==> src/rtl/lv_owt_tx_arb_if.sv <==
// Requester / OWT-engine bundle for the one-wire transmit arbiter.
// slave: arbiter view. master: requesters plus OWT engine view.
interface lv_owt_tx_arb_if #(
    parameter int DATA_W = 16
);
    logic              i_owt_com_en;
    logic              i_fsm_req;
    logic [DATA_W-1:0] i_fsm_data;
    logic              i_spi_req;
    logic [DATA_W-1:0] i_spi_data;
    logic              i_poll_req;
    logic [DATA_W-1:0] i_poll_data;
    logic              o_fsm_ack;
    logic              o_spi_ack;
    logic              o_poll_ack;
    logic              o_tx_req;
    logic [DATA_W-1:0] o_tx_data;
    logic              i_tx_ack;
    logic              o_tmo_err;
    logic              o_busy;
    logic [1:0]        o_grant_id;

    modport slave (
        input  i_owt_com_en, i_fsm_req, i_fsm_data, i_spi_req, i_spi_data,
               i_poll_req, i_poll_data, i_tx_ack,
        output o_fsm_ack, o_spi_ack, o_poll_ack, o_tx_req, o_tx_data,
               o_tmo_err, o_busy, o_grant_id
    );

    modport master (
        output i_owt_com_en, i_fsm_req, i_fsm_data, i_spi_req, i_spi_data,
               i_poll_req, i_poll_data, i_tx_ack,
        input  o_fsm_ack, o_spi_ack, o_poll_ack, o_tx_req, o_tx_data,
               o_tmo_err, o_busy, o_grant_id
    );
endinterface

==> src/rtl/lv_owt_tx_arb.sv <==
// One-wire transmit arbiter: FSM requests win outright, SPI and POLL share
// round-robin. One transaction at a time, with an ack timeout and a forced
// idle gap. All outputs come straight from flops.
module lv_owt_tx_arb #(
    parameter int DATA_W  = 16,
    parameter int TMO_CYC = 255,
    parameter int GAP_CYC = 4
) (
    input  logic              i_clk,
    input  logic              i_rst,
    lv_owt_tx_arb_if.slave    bus
);
    localparam int TCW = $clog2(TMO_CYC + 1);
    localparam int GCW = $clog2(GAP_CYC + 1);
    localparam logic [TCW-1:0] TMO_LAST = TCW'(TMO_CYC - 1);
    localparam logic [GCW-1:0] GAP_LAST = GCW'(GAP_CYC - 1);

    typedef enum logic [1:0] {IDLE, WAIT_ACK, GAP} state_t;

    state_t            state, nxt_state;
    logic              tx_req_q, nxt_tx_req;
    logic [DATA_W-1:0] tx_data_q, nxt_tx_data;
    logic [1:0]        gid_q, nxt_gid;
    logic [2:0]        ack_q, nxt_ack;     // {poll, spi, fsm}
    logic              tmo_q, nxt_tmo;
    logic              busy_q;
    logic [TCW-1:0]    tcnt_q, nxt_tcnt;
    logic [GCW-1:0]    gcnt_q, nxt_gcnt;
    logic              rr_poll_q, nxt_rr_poll;  // 1: POLL favoured over SPI

    // State, counters and every output register.
    always_ff @(posedge i_clk) begin
        if (i_rst) begin
            state     <= IDLE;
            tx_req_q  <= 1'b0;
            tx_data_q <= '0;
            gid_q     <= 2'd0;
            ack_q     <= 3'b000;
            tmo_q     <= 1'b0;
            busy_q    <= 1'b0;
            tcnt_q    <= '0;
            gcnt_q    <= '0;
            rr_poll_q <= 1'b0;
        end else begin
            state     <= nxt_state;
            tx_req_q  <= nxt_tx_req;
            tx_data_q <= nxt_tx_data;
            gid_q     <= nxt_gid;
            ack_q     <= nxt_ack;
            tmo_q     <= nxt_tmo;
            busy_q    <= (nxt_state != IDLE);
            tcnt_q    <= nxt_tcnt;
            gcnt_q    <= nxt_gcnt;
            rr_poll_q <= nxt_rr_poll;
        end
    end

    // Next-state, arbitration, ack/timeout and counter logic.
    always_comb begin
        nxt_state   = state;
        nxt_tx_req  = tx_req_q;
        nxt_tx_data = tx_data_q;
        nxt_gid     = gid_q;
        nxt_ack     = 3'b000;
        nxt_tmo     = 1'b0;
        nxt_tcnt    = tcnt_q;
        nxt_gcnt    = gcnt_q;
        nxt_rr_poll = rr_poll_q;
        if (!bus.i_owt_com_en) begin
            // Abort: no pulses, pointer untouched.
            nxt_state  = IDLE;
            nxt_tx_req = 1'b0;
            nxt_gid    = 2'd0;
            nxt_tcnt   = '0;
            nxt_gcnt   = '0;
        end else begin
            unique case (state)
                IDLE: begin
                    if (bus.i_fsm_req) begin
                        nxt_gid     = 2'd1;
                        nxt_tx_data = bus.i_fsm_data;
                    end else if (bus.i_spi_req && (!bus.i_poll_req || !rr_poll_q)) begin
                        nxt_gid     = 2'd2;
                        nxt_tx_data = bus.i_spi_data;
                    end else if (bus.i_poll_req) begin
                        nxt_gid     = 2'd3;
                        nxt_tx_data = bus.i_poll_data;
                    end
                    if (bus.i_fsm_req || bus.i_spi_req || bus.i_poll_req) begin
                        nxt_state  = WAIT_ACK;
                        nxt_tx_req = 1'b1;
                        nxt_tcnt   = '0;
                    end
                end
                WAIT_ACK: begin
                    // Ack beats a timeout expiring in the same cycle.
                    if (bus.i_tx_ack) begin
                        unique case (gid_q)
                            2'd1:    nxt_ack = 3'b001;
                            2'd2:    begin nxt_ack = 3'b010; nxt_rr_poll = 1'b1; end
                            2'd3:    begin nxt_ack = 3'b100; nxt_rr_poll = 1'b0; end
                            default: nxt_ack = 3'b000;
                        endcase
                        nxt_state  = GAP;
                        nxt_tx_req = 1'b0;
                        nxt_gid    = 2'd0;
                        nxt_gcnt   = '0;
                    end else if (tcnt_q == TMO_LAST) begin
                        nxt_tmo    = 1'b1;
                        nxt_state  = GAP;
                        nxt_tx_req = 1'b0;
                        nxt_gid    = 2'd0;
                        nxt_gcnt   = '0;
                    end else begin
                        nxt_tcnt = tcnt_q + TCW'(1);
                    end
                end
                GAP: begin
                    if (gcnt_q == GAP_LAST) begin
                        nxt_state = IDLE;
                        nxt_gcnt  = '0;
                    end else begin
                        nxt_gcnt = gcnt_q + GCW'(1);
                    end
                end
                default: nxt_state = IDLE;
            endcase
        end
    end

    assign bus.o_tx_req   = tx_req_q;
    assign bus.o_tx_data  = tx_data_q;
    assign bus.o_grant_id = gid_q;
    assign bus.o_fsm_ack  = ack_q[0];
    assign bus.o_spi_ack  = ack_q[1];
    assign bus.o_poll_ack = ack_q[2];
    assign bus.o_tmo_err  = tmo_q;
    assign bus.o_busy     = busy_q;
endmodule

==> src/flat_wrapper.sv <==
// flat-port wrapper written by rule: the top's interface ports become plain ports
module lv_owt_tx_arb_flat 
#(
    parameter int DATA_W  = 16,
    parameter int TMO_CYC = 255,
    parameter int GAP_CYC = 4
)
  (i_clk, i_rst, bus_i_owt_com_en, bus_i_fsm_req, bus_i_fsm_data, bus_i_spi_req, bus_i_spi_data, bus_i_poll_req, bus_i_poll_data, bus_i_tx_ack, bus_o_fsm_ack, bus_o_spi_ack, bus_o_poll_ack, bus_o_tx_req, bus_o_tx_data, bus_o_tmo_err, bus_o_busy, bus_o_grant_id);
  lv_owt_tx_arb_if #(.DATA_W(DATA_W)) bus_i ();
  input  logic i_clk;
  input  logic i_rst;
  input wire logic [$bits(bus_i.i_owt_com_en)-1:0] bus_i_owt_com_en;
  input wire logic [$bits(bus_i.i_fsm_req)-1:0] bus_i_fsm_req;
  input wire logic [$bits(bus_i.i_fsm_data)-1:0] bus_i_fsm_data;
  input wire logic [$bits(bus_i.i_spi_req)-1:0] bus_i_spi_req;
  input wire logic [$bits(bus_i.i_spi_data)-1:0] bus_i_spi_data;
  input wire logic [$bits(bus_i.i_poll_req)-1:0] bus_i_poll_req;
  input wire logic [$bits(bus_i.i_poll_data)-1:0] bus_i_poll_data;
  input wire logic [$bits(bus_i.i_tx_ack)-1:0] bus_i_tx_ack;
  output wire logic [$bits(bus_i.o_fsm_ack)-1:0] bus_o_fsm_ack;
  output wire logic [$bits(bus_i.o_spi_ack)-1:0] bus_o_spi_ack;
  output wire logic [$bits(bus_i.o_poll_ack)-1:0] bus_o_poll_ack;
  output wire logic [$bits(bus_i.o_tx_req)-1:0] bus_o_tx_req;
  output wire logic [$bits(bus_i.o_tx_data)-1:0] bus_o_tx_data;
  output wire logic [$bits(bus_i.o_tmo_err)-1:0] bus_o_tmo_err;
  output wire logic [$bits(bus_i.o_busy)-1:0] bus_o_busy;
  output wire logic [$bits(bus_i.o_grant_id)-1:0] bus_o_grant_id;
  assign bus_i.i_owt_com_en = bus_i_owt_com_en;
  assign bus_i.i_fsm_req = bus_i_fsm_req;
  assign bus_i.i_fsm_data = bus_i_fsm_data;
  assign bus_i.i_spi_req = bus_i_spi_req;
  assign bus_i.i_spi_data = bus_i_spi_data;
  assign bus_i.i_poll_req = bus_i_poll_req;
  assign bus_i.i_poll_data = bus_i_poll_data;
  assign bus_i.i_tx_ack = bus_i_tx_ack;
  assign bus_o_fsm_ack = bus_i.o_fsm_ack;
  assign bus_o_spi_ack = bus_i.o_spi_ack;
  assign bus_o_poll_ack = bus_i.o_poll_ack;
  assign bus_o_tx_req = bus_i.o_tx_req;
  assign bus_o_tx_data = bus_i.o_tx_data;
  assign bus_o_tmo_err = bus_i.o_tmo_err;
  assign bus_o_busy = bus_i.o_busy;
  assign bus_o_grant_id = bus_i.o_grant_id;
  lv_owt_tx_arb #(.DATA_W(DATA_W), .TMO_CYC(TMO_CYC), .GAP_CYC(GAP_CYC)) u_core (.i_clk(i_clk), .i_rst(i_rst), .bus(bus_i));
endmodule
==> config.mk <==
export PLATFORM = sky130hd
export DESIGN_NAME = lv_owt_tx_arb_flat
export DESIGN_NICKNAME = d
export VERILOG_FILES = /design/src/rtl/lv_owt_tx_arb_if.sv /design/src/rtl/lv_owt_tx_arb.sv /design/src/flat_wrapper.sv
export SDC_FILE = /design/constraint.sdc
export NUM_CORES = 1
export LEC_CHECK = 0
export ABC_AREA = 1
export BUFFER_PORTS_ARGS = -buffer_cell sky130_fd_sc_hd__clkbuf_2
export CAP_MARGIN = 20
export CORE_ASPECT_RATIO = 1.1
export CORE_MARGIN = 2
export CORE_UTILIZATION = 35
export DETAILED_ROUTE_END_ITERATION = 7
export SYNTH_ARGS = -nofsm -noshare
export SYNTH_HDL_FRONTEND = slang
export SYNTH_SLANG_ARGS = --single-unit
==> constraint.sdc <==
create_clock -name i_clk -period 1.71 [get_ports i_clk]
set_input_delay 0 -clock i_clk [delete_from_list [all_inputs] [get_ports i_clk]]
set_output_delay 0 -clock i_clk [all_outputs]
set_load 0.01 [all_outputs]
==> results of run 1 <==
## metal layers
layer / up-vias / share of wire, % / wire (um) / track usage, %
met3: 13 / 6.6 / 377 / 4.98
met2: 71 / 46 / 2630 / 27.0
li1: 1237 / - / - / -
met1: 1006 / 45 / 2550 / 22.6
met4: 0 / 2.6 / 146 / 7.09
met5: - / 0 / 0 / 0
## kinds of logic after synthesis
logic type	after synthesis	synth area share, %
xor gates and xnor gates	1	0.396
AOI/OAI and AO/OA	51	12.1
adders and majority gates	7	3.96
and+or+nand+nor	194	39.5
DFF	38	34.4
buffers and inverters	44	9.63
## where the power goes
part	total, mW	switching [mW]	internal (mW)
registers	0.959	0.0267	0.933
clock network	0.723	0.316	0.407
logic	0.421	0.248	0.173
total	2.10	0.591	1.51
## layout by cell type, fill, tap and decap left out, drive strengths merged, types with 2 or more instances in the layout
cell type     n
nor3          5
nand2        89
clkbuf       86
o21ai        21
nand4         4
dfxtp        38
nand3        33
dlygate4sd3   2
nor2         62
inv          28
ha            7
buf           8
a21oi        29
## layout make-up
| type | count | share of cell area [%] |
|---|---|---|
| Inverter | 29 | 3.97 |
| Sequential cell | 38 | 27.1 |
| Multi-Input combinational cell | 253 | 44.2 |
| Timing Repair Buffer | 88 | 17.2 |
| Tap cell | 80 | 3.57 |
| Clock buffer | 8 | 3.93 |
## worst max-delay path: stages, from the launching register on
cell	delay (ns)
dfxtp_1	0.37
inv_1	0.09
ha_1	0.25
nand2_1	0.12
inv_2	0.05
nor2_1	0.07
nand2_1	0.09
inv_4	0.12
nand2_4	0.09
nor2_1	0.11
nor2_1	0.05
nor2_1	0.07
## Yosys cell counts
| cell type | instances |
|---|---|
| clkbuf_1 | 5 |
| nor2_8 | 1 |
| nand2_4 | 2 |
| nor4_1 | 1 |
| o21ai_0 | 16 |
| nand4_1 | 4 |
| buf_6 | 5 |
| inv_2 | 4 |
| o21ai_1 | 5 |
| nand2_1 | 83 |
| nor2_4 | 2 |
| ha_1 | 7 |
| xor2_1 | 1 |
| a21oi_1 | 26 |
| nand3_1 | 31 |
| nand2_2 | 4 |
| clkinv_1 | 1 |
| nor3_1 | 5 |
| buf_1 | 1 |
| nor2_2 | 1 |
| a31oi_1 | 1 |
| a21oi_2 | 3 |
| buf_4 | 2 |
| nand3_4 | 2 |
| buf_2 | 2 |
| nor2_1 | 58 |
| inv_1 | 24 |
| dfxtp_1 | 38 |
## flip-flops by register name (all words and copies together), names as in the netlist
register / cells
u_core.bus.o_busy: 1
u_core.state: 2
u_core.tcnt_q: 8
u_core.bus.o_tmo_err: 1
u_core.bus.o_grant_id: 2
u_core.bus.o_tx_data: 16
u_core.ack_q: 3
u_core.bus.o_tx_req: 1
u_core.rr_poll_q: 1
u_core.gcnt_q: 3
## through the flow
step	setup slack, ns	utilization [%]
3_5_place_dp	0.169	43.4
6_report	0.180	45.5
3_3_place_gp	0.210	43.4
5_1_grt	0.00734	45.5
4_1_cts	0.146	45.5
2_1_floorplan	0.249	-
## how the worst max path moves through the flow
stage | start | depth (start not counted) | to
floorplan | u_core.state[1]$_SDFF_PP0_ | 12 | u_core.tcnt_q[6]$_SDFFE_PP0P_
global placement | u_core.state[1]$_SDFF_PP0_ | 11 | u_core.tcnt_q[6]$_SDFFE_PP0P_
detailed placement | u_core.state[1]$_SDFF_PP0_ | 11 | u_core.tcnt_q[7]$_SDFFE_PP0P_
CTS | u_core.state[1]$_SDFF_PP0_ | 10 | u_core.bus.o_tx_data[1]$_SDFFE_PP0P_
global route | u_core.state[1]$_SDFF_PP0_ | 10 | u_core.bus.o_tx_data[4]$_SDFFE_PP0P_
finish | u_core.state[1]$_SDFF_PP0_ | 11 | u_core.tcnt_q[7]$_SDFFE_PP0P_
## timing repair
item / in CTS / in global routing
endpoints found under the hold margin: 2 / 0
setup endpoints to repair: 0 / 8
hold buffers: 2 / 0
gates resized for setup: 0 / 2
==> summary.md, run 1 <==
| Metric | Value |
|---|---|
| Peak Freq | `654 MHz` |
| Clk root buf | `clkbuf_8` |
| Starting Density | `35.9%` |
| Min-delay src | `bus_i_fsm_data[7]` |
| Post-DP Area | `2670 um^2` |
| Status | `complete, no violations` |
| Final setup vio count | `0` |
| Distinct cells, synth | `28` |
| Die span in x | `79.8 um` |
| Crit. End Element | `flop` |
| Initial antenna violation count | `0` |
| CTS Buf Count | `5` |
| R2R depth | `11` |
| Arrival @ worst endpoint | `1.77 ns` |
| Tmin final | `1.53 ns` |
| Critical path peak fanout | `10` |
| Filler Cell Count | `683` |
| Sink Count | `38` |
| Cells after synthesis | `335` |
| Synth Register Bits | `38` |
| Post-synthesis average cell area | `6.60 um^2` |
| Final period utilization | `89.5%` |
| Syn_nets | `397` |
| R2r startpoint | `u_core.state[1]$_SDFF_PP0_` |
| Overflow left after global routing | `0` |
| Layout area overhead | `26.9%` |
| Post-route ant nets | `0` |
| Core Area | `6160 um^2` |
| GPL Wtd Cong | `0.861` |
| Largest net degree at the start of global routing | `35` |
| Worst-path clk slew | `0.08 ns` |
| Via count | `2327` |
| Synthesized cell area | `2210 um^2` |
| Placed Cells incl. Taps | `486` |
| Non-Filler Instances | `496` |
| Clock Latency Late Sink | `0.29 ns` |
| HP Class | `in2reg` |
| Vias per cell | `4.69` |
| Final setup TNS | `0 ns` |
| Post-CTS Setup Bufs | `0` |
| Post-synth top area share | `34.4%` |
| Final hold violation count | `0` |
| Number of cell rows | `30` |
| CP Class | `reg2reg` |
| Sequential share of the synthesized area | `34.4%` |
| Wire length per cell | `11.5 um` |
| Tightest Pin Transition | `0.331 ns` |
| Post-DP HPWL | `4.35 mm` |
| First-pass GRT wire length | `9.71 mm` |
| Final Skew | `0.00744 ns` |
| Leak | `1.42 nW` |
| TritonCTS clock tree | `done` |
| Max_cap viols | `0` |
| WHS Path Cells | `5` |
| Slew Limit Fails | `0` |
| Worst hold margin | `0.0279 ns` |
| Multi-input logic area | `1240 um^2` |
| # diodes | `0` |
| First-pass iteration count of the detailed router | `4` |
| Worst slew margin | `78.0%` |
| Design Power | `2.10 mW` |
| GRT Overall Usage | `17.4%` |
| Die height | `87.3 um` |
| Post-synth top area cell | `dfxtp_1` |
| Ports | `79` |
| Post-Layout Inst Area | `2800 um^2` |
| PortBufs | `78` |
| Max clock buf depth | `2` |
| Req. time, crit path | `1.95 ns` |
| # DRC | `0` |
| Die area | `6970 um^2` |
| Total Wirelength | `5.70 mm` |
| RSZ-0062 raised after global routing | `false` |
| Critical Path Source Type | `flop` |
| Number of global-route vias before repair | `2110` |
| PwrDens | `750 nW/um^2` |
| Nets@finish | `477` |
| Yosys Warn Count | `0` |
| Largest cells by area after synthesis | `dfxtp_1, nand2_1, nor2_1` |
| R2r setup slk | `0.18 ns` |
| WHS Endpoint | `u_core.bus.o_tx_data[7]$_SDFFE_PP0P_` |
| Worst vdd ir | `0.299 mV` |
| Reg area | `761 um^2` |
| H-tree depth | `2` |
| R2r endpoint | `u_core.tcnt_q[7]$_SDFFE_PP0P_` |
| 1st-iter DRT viols | `126` |
| Fraction of layout cells with a size suffix above 1 | `27.4%` |
Note: power is estimated with default switching activity, not from simulation.
==> run 2, diff against run 1 <==
ABC_AREA = not set   (was 1)
==> summary.md, run 2 <==
| Metric | Value |
|---|---|
| Post-synthesis average cell area | `8.96 um^2 (+36%)` |
| PortBufs | `78 (unchanged)` |
| Met2 wire len | `2.39 mm (-9.4%)` |
| Peak Freq | `583 MHz (-11%)` |
| Final period utilization | `100% (+11 points)` |
| Post-synth top area share | `40.0% (+5.6 points)` |
| Core Area | `5330 um^2 (-13%)` |
| TritonCTS clock tree | `done` |
| Number of cell rows | `28 (-6.7%)` |
| Yosys Warn Count | `0 (unchanged)` |
| Sink Count | `38 (unchanged)` |
| GPL Wtd Cong | `0.804 (-6.6%)` |
| Fraction of layout cells with a size suffix above 1 | `44.8% (+17 points)` |
| Synthesized cell area | `1900 um^2 (-14%)` |
| Worst path depth | `6 (-5)` |
| Critical path launch point | `u_core.state[0]$_SDFF_PP0_` |
| Worst hold margin | `0.0137 ns (-0.0143 ns)` |
| Critical Path, Cell by Cell | `inv_4, ha_4, nor4b_4, or4_4, or3_4, a21oi_2` |
| Final Skew | `0.00392 ns (-0.00352 ns)` |
| Final WS setup | `-0.00638 ns (-0.186 ns)` |
| Vias per cell | `4.98 (+6.2%)` |
| Die span in x | `74.3 um (-6.9%)` |
| Initial antenna violation count | `0 (unchanged)` |
| Largest cells by area after synthesis | `dfxtp_1, mux2i_1, a22o_1` |
| HP Class | `in2reg` |
| EDFF count, synth | `0 (unchanged)` |
| Layout area overhead | `48.3%` |
| Die height | `81.3 um (-6.9%)` |
| Most numerous cell in the Yosys netlist | `dfxtp_1` |
| H-tree depth | `2 (unchanged)` |
| Req. time, crit path | `1.95 ns (about the same)` |
| Max clock buf depth | `2 (unchanged)` |
| Arrival @ worst endpoint | `1.96 ns (+0.19 ns)` |
| Critical Path Source Type | `flop` |
| Uppermost layer routed | `met4` |
| Buffers & Inverters on Critical Path | `1 (-2)` |
| Clk root buf | `clkbuf_8` |
| Post-synth top flop | `dfxtp_1` |
| GRT Overall Usage | `17.4% (+0.048 points)` |
| Most common cell after layout, fill and taps aside | `clkbuf_2` |
| Post-synth top area cell | `dfxtp_1` |
| Async set-reset flop share out of synthesis | `0% (unchanged)` |
| Wire length on met1 | `2.29 mm (-10%)` |
| Clock Latency Late Sink | `0.30 ns (about the same)` |
| Crit-path leading delay family | `simple AND/OR/NAND/NOR gates` |
| Final setup vio count | `1 (+1)` |
| Distinct cells, synth | `38 (+36%)` |
| Tightest Pin Transition | `0.390 ns (+0.0596 ns)` |
| First-pass iteration count of the detailed router | `4 (unchanged)` |
| Top cells by count, synth | `dfxtp_1, nand2_1, o21ai_0` |
| # diodes | `0 (unchanged)` |
| CTS Buf Count | `5 (unchanged)` |
| 1st-iter DRT viols | `39 (-69%)` |
| Largest register FFs | `16 (unchanged)` |
| Cells after synthesis | `212 (-37%)` |
| CP Class | `reg2reg` |
| RSZ-0062 raised after global routing | `true` |
| Via count | `1943 (-17%)` |
| Die area | `6040 um^2 (-13%)` |
| R2r endpoint | `u_core.tcnt_q[6]$_SDFFE_PP0P_` |
| Largest net degree at the start of global routing | `33 (-5.7%)` |
| Worst stage delay on the critical path | `0.48 ns (+0.11 ns)` |
| CP endpoint | `u_core.tcnt_q[6]$_SDFFE_PP0P_` |
| Post-DP HPWL | `3.81 mm (-12%)` |
| Total Wirelength | `5.14 mm (-10%)` |
| Slew Limit Fails | `0 (unchanged)` |
| R2R depth | `6 (-5)` |
| CP max stage cell | `or4_4` |
| Post-route ant nets | `0 (unchanged)` |
| Overflow left after global routing | `0 (unchanged)` |
| Wire length per cell | `13.2 um (+15%)` |
| Violated checks | `negative setup slack` |
| Nets@finish | `376 (-21%)` |
| Syn_nets | `274 (-31%)` |
| Worst-path clk slew | `0.08 ns (about the same)` |
| Leak | `1.31 nW (-7.3%)` |
| Max_cap viols | `0 (unchanged)` |
| Number of global-route vias before repair | `1863 (-12%)` |
| # DRC | `0 (unchanged)` |
| Most frequent cells in the layout | `clkbuf_2, dfxtp_1, buf_4` |
| Crit. End Element | `flop` |
| Ports | `79 (unchanged)` |
| Sequential share of the synthesized area | `40.0% (+5.6 points)` |
| Status | `finished with violations` |
| First-pass GRT wire length | `8.26 mm (-15%)` |
| Worst slew margin | `74.0% (-4.0 points)` |
| Starting Density | `35.7% (-0.20 points)` |
| Design Power | `2.25 mW (+6.8%)` |
| Filler Cell Count | `493 (-28%)` |
| R2r setup slk | `-0.006 ns (-0.19 ns)` |
| R2r startpoint | `u_core.state[0]$_SDFF_PP0_` |
| Tmin final | `1.72 ns (+0.186 ns)` |
| Met3 routed WL | `353 um (-6.4%)` |
| Synth Register Bits | `38 (unchanged)` |
| PwrDens | `797 nW/um^2 (+6.3%)` |
| Critical path peak fanout | `5 (-5)` |
| Final hold violation count | `0 (unchanged)` |
| Worst vdd ir | `0.420 mV (+40%)` |
[run 2: area by class of cell]
type | instances | area [um^2] | area share (%)
multi-input combinational | 155 | 1160 | 41.1
sequential | 38 | 768 | 27.3
clock buffer | 5 | 68.8 | 2.44
clock inverter | 3 | 68.8 | 2.44
inverter | 8 | 32.5 | 1.15
timing repair buffer | 106 | 628 | 22.3
tap | 75 | 93.8 | 3.33
[run 2: worst reg2reg max path: cells and delay by family (launching register included)]
| family | cells | cell delay [ns] |
|---|---|---|
| AOI/OAI and AO/OA | 1 | 0.11 |
| DFF | 1 | 0.38 |
| adders and majority gates | 1 | 0.17 |
| buffers and inverters | 1 | 0.04 |
| and+or+nand+nor | 3 | 0.96 |
[run 2: cells by family after synthesis]
kind of cell / count (synthesis) / share of synthesized area (%)
and+or+nand+nor: 62 / 17.6
adders and majority gates: 7 / 4.61
buffers and inverters: 19 / 4.21
AOI/OAI and AO/OA: 68 / 24.1
DFF: 38 / 40.0
muxes: 18 / 9.48
[run 2: report_power, final]
part,internal (mW),switching (mW),total (mW)
Sequential,0.920,0.0241,0.944
Clock,0.585,0.345,0.930
Combinational,0.191,0.182,0.374
Total,1.70,0.552,2.25
[run 2: worst min path at each step]
stage | from | endpoint | depth (start not counted)
after floorplan | i_rst | u_core.rr_poll_q$_SDFFE_PP0P_ | 1
after global placement | i_rst | u_core.rr_poll_q$_SDFFE_PP0P_ | 2
after detailed placement | i_rst | u_core.rr_poll_q$_SDFFE_PP0P_ | 2
after CTS | bus_i_fsm_data[9] | u_core.bus.o_tx_data[9]$_SDFFE_PP0P_ | 4
after global routing | bus_i_fsm_data[1] | u_core.bus.o_tx_data[1]$_SDFFE_PP0P_ | 4
final | bus_i_fsm_data[6] | u_core.bus.o_tx_data[6]$_SDFFE_PP0P_ | 4
[run 2: what timing repair did]
item,CTS,global route
setup endpoints to repair,8,24
endpoints found under the hold margin,1,0
pin swaps,1,4
resized for setup,7,16
hold buffers,1,0
setup buffers,2,3
[run 2: per-stage QoR]
stage	setup TNS [ns]	area, um^2	utilization [%]	cells	worst slack, ns
floorplan	-0.00382	1930	-	212	-0.00382
global placement	-0.0506	2560	48.0	377	-0.0174
detailed placement	-0.254	2560	48.0	377	-0.0672
CTS	-0.0181	2750	51.7	388	-0.0172
global route	-0.183	2820	52.9	390	-0.0596
finish	-0.00638	2820	52.9	390	-0.00638
[run 2: routing by layer]
metal / track usage [%] / up-vias
li1: - / 999
met1: 21.3 / 861
met2: 28.7 / 73
met3: 4.71 / 10
met4: 7.32 / 0
met5: 0 / -
==> run 3, diff against run 2 <==
CORE_ASPECT_RATIO = 0.6   (was 1.1)
CTS_BUF_LIST = sky130_fd_sc_hd__clkbuf_8   (was not set)
==> summary.md, run 3 (synthesis results as in run 2) <==
| Metric | Value |
|---|---|
| CP Class | `reg2reg` |
| Crit-path leading delay family | `simple AND/OR/NAND/NOR gates` |
| Switching share of power | `24.2% (-0.31 points)` |
| Req. time, crit path | `1.94 ns (about the same)` |
| RSZ-0062 raised after global routing | `true` |
| Design Power | `2.24 mW (-0.28%)` |
| GRT Overall Usage | `16.5% (-0.97 points)` |
| PwrDens | `791 nW/um^2 (-0.81%)` |
| Int Power | `1.70 mW (+0.13%)` |
| Die height | `61.1 um (-25%)` |
| Clk root buf | `clkbuf_8` |
| Peak Freq | `587 MHz (+0.69%)` |
| Wire length per cell | `13.6 um (+3.2%)` |
| Tmin final | `1.70 ns (-0.0118 ns)` |
| Starting Density | `36.9% (+1.2 points)` |
| TritonCTS clock tree | `done` |
| Die area | `6060 um^2 (+0.31%)` |
| Core Area | `5150 um^2 (-3.2%)` |
| Worst-path clk slew | `0.08 ns (about the same)` |
| # DRC | `0 (unchanged)` |
| HP Class | `in2reg` |
| 1st-iter DRT viols | `66 (+69%)` |
| Post-DP HPWL | `3.94 mm (+3.4%)` |
| Fraction of layout cells with a size suffix above 1 | `45.2% (+0.46 points)` |
| Overflow left after global routing | `0 (unchanged)` |
| First-pass iteration count of the detailed router | `4 (unchanged)` |
| Layout area overhead | `49.1%` |
| Total Wirelength | `5.16 mm (+0.51%)` |
| Ports | `79 (unchanged)` |
| Final period utilization | `99.7% (-0.69 points)` |
| Leak | `1.31 nW (-0.13%)` |
| Worst slew margin | `65.7% (-8.2 points)` |
| Clk pwr share | `41.1% (-0.3 points)` |
| Largest net degree at the start of global routing | `36 (+9.1%)` |
| Sink Count | `38 (unchanged)` |
| First-pass GRT wire length | `7.83 mm (-5.2%)` |
| Final hold violation count | `0 (unchanged)` |
| Fin util | `55.0% (+2.0 points)` |
| Net Sw Power | `0.543 mW (-1.5%)` |
| Flop pwr share | `42.1% (about the same)` |
| Comb power frac | `16.7% (about the same)` |
| Max_cap viols | `0 (unchanged)` |
| # diodes | `0 (unchanged)` |
| Status | `complete, no violations` |
| Number of global-route vias before repair | `1627 (-13%)` |
| Most frequent cells in the layout | `clkbuf_2, dfxtp_1, nand2_1, buf_4, o21ai_0` |
| GPL Wtd Cong | `0.869 (+8.1%)` |
| Largest register FFs | `16 (unchanged)` |
| Critical Path, Cell by Cell | `inv_4, ha_4, nor4b_4, or4_1, or3_1, a21oi_1` |
| Number of cell rows | `20 (-29%)` |
| Critical path peak fanout | `5 (unchanged)` |
| PortBufs | `78 (unchanged)` |
| Vias per cell | `5.13 (+2.9%)` |
| Filler Cell Count | `486 (-1.4%)` |
| Nets@finish | `375 (-0.27%)` |
| Post-route ant nets | `0 (unchanged)` |
| Worst vdd ir | `0.334 mV (-20%)` |
| Clock Latency Late Sink | `0.29 ns (about the same)` |
| Buffers & Inverters on Critical Path | `1 (unchanged)` |
| Final setup vio count | `0 (-1)` |
| CTS Buf Count | `5 (unchanged)` |
| Slew Limit Fails | `0 (unchanged)` |
| Worst hold margin | `0.0148 ns (+0.00112 ns)` |
| Most common cell after layout, fill and taps aside | `clkbuf_2` |
| Die span in x | `99.1 um (+33%)` |
| Via count | `1948 (+0.26%)` |
| Reg area | `768 um^2 (unchanged)` |
| H-tree depth | `2 (unchanged)` |
| Final Skew | `0.00361 ns (-0.000310 ns)` |
| Multi-input logic area | `1180 um^2 (+2.1%)` |
| Worst stage delay on the critical path | `0.48 ns (about the same)` |
| Tightest Pin Transition | `0.514 ns (+0.124 ns)` |
| Critical Path Source Type | `flop` |
| Arrival @ worst endpoint | `1.93 ns (-0.03 ns)` |
| Crit. End Element | `flop` |
| Initial antenna violation count | `0 (unchanged)` |
| Max clock buf depth | `2 (unchanged)` |
| CP max stage cell | `or4_1` |
run 3: per-layer routing:
metal | up-vias | wire length (um) | share of wire [%] | track usage (%)
li1 | 1000 | - | - | -
met1 | 900 | 2620 | 51 | 24.2
met2 | 43 | 2220 | 43 | 23.7
met3 | 5 | 267 | 5.2 | 4.54
met4 | 0 | 51 | 0.99 | 4.70
met5 | - | 0 | 0 | 0
run 3: worst register-to-register path, cell delays in order, from the launching register on:
cell and delay [ns]:
dfxtp_4 0.39, inv_4 0.04, ha_4 0.17, nor4b_4 0.14
or4_1 0.48, or3_1 0.31, a21oi_1 0.12
run 3: final cells by class:
cell class,count,share of cell area [%]
timing repair buffer,105,22.2
multi-input combinational,155,41.7
clock buffer,5,2.43
sequential,38,27.1
clock inverter,3,2.43
inverter,8,1.24
tap,66,2.91
run 3: path summary, 6_finish.rpt:
check	slack (ns)	cells after the start	to	startpoint
worst min register to register	0.44	2	u_core.gcnt_q[2]$_SDFFE_PP0P_	u_core.gcnt_q[2]$_SDFFE_PP0P_
worst max-delay path	0.005	6	u_core.tcnt_q[6]$_SDFFE_PP0P_	u_core.state[0]$_SDFF_PP0_
worst min-delay path	0.01	4	u_core.bus.o_tx_data[2]$_SDFFE_PP0P_	bus_i_fsm_data[2]
worst max register to register	0.005	6	u_core.tcnt_q[6]$_SDFFE_PP0P_	u_core.state[0]$_SDFF_PP0_
run 3: timing repair:
| item | CTS | global route |
|---|---|---|
| hold buffers | 1 | 0 |
| gates cloned | 0 | 0 |
| buffers inserted | 2 | 1 |
| gates resized for setup | 11 | 19 |
| setup endpoints to repair | 12 | 14 |
| pin swaps | 4 | 9 |
| hold endpoints to repair | 1 | 0 |
run 3: per-stage QoR:
stage	setup WS, ns	cell area (um^2)	TNS, ns	instances
after floorplan	-0.00382	1930	-0.00382	212
after global placement	-0.0834	2530	-0.146	368
after detailed placement	-0.155	2530	-0.471	368
after CTS	-0.00915	2760	-0.0174	379
after global routing	-0.0580	2830	-0.170	380
final	0.00546	2830	0	380
run 3: power groups by stage:
stage          Combinational (mW)  Clock, mW  Sequential, mW
4_1_cts                     0.363      0.945           0.944
3_3_place_gp                0.342          0           0.963
2_1_floorplan               0.164          0           0.976
5_1_grt                     0.413      0.981           0.949
3_5_place_dp                0.345          0           0.963
6_report                    0.375      0.922           0.944
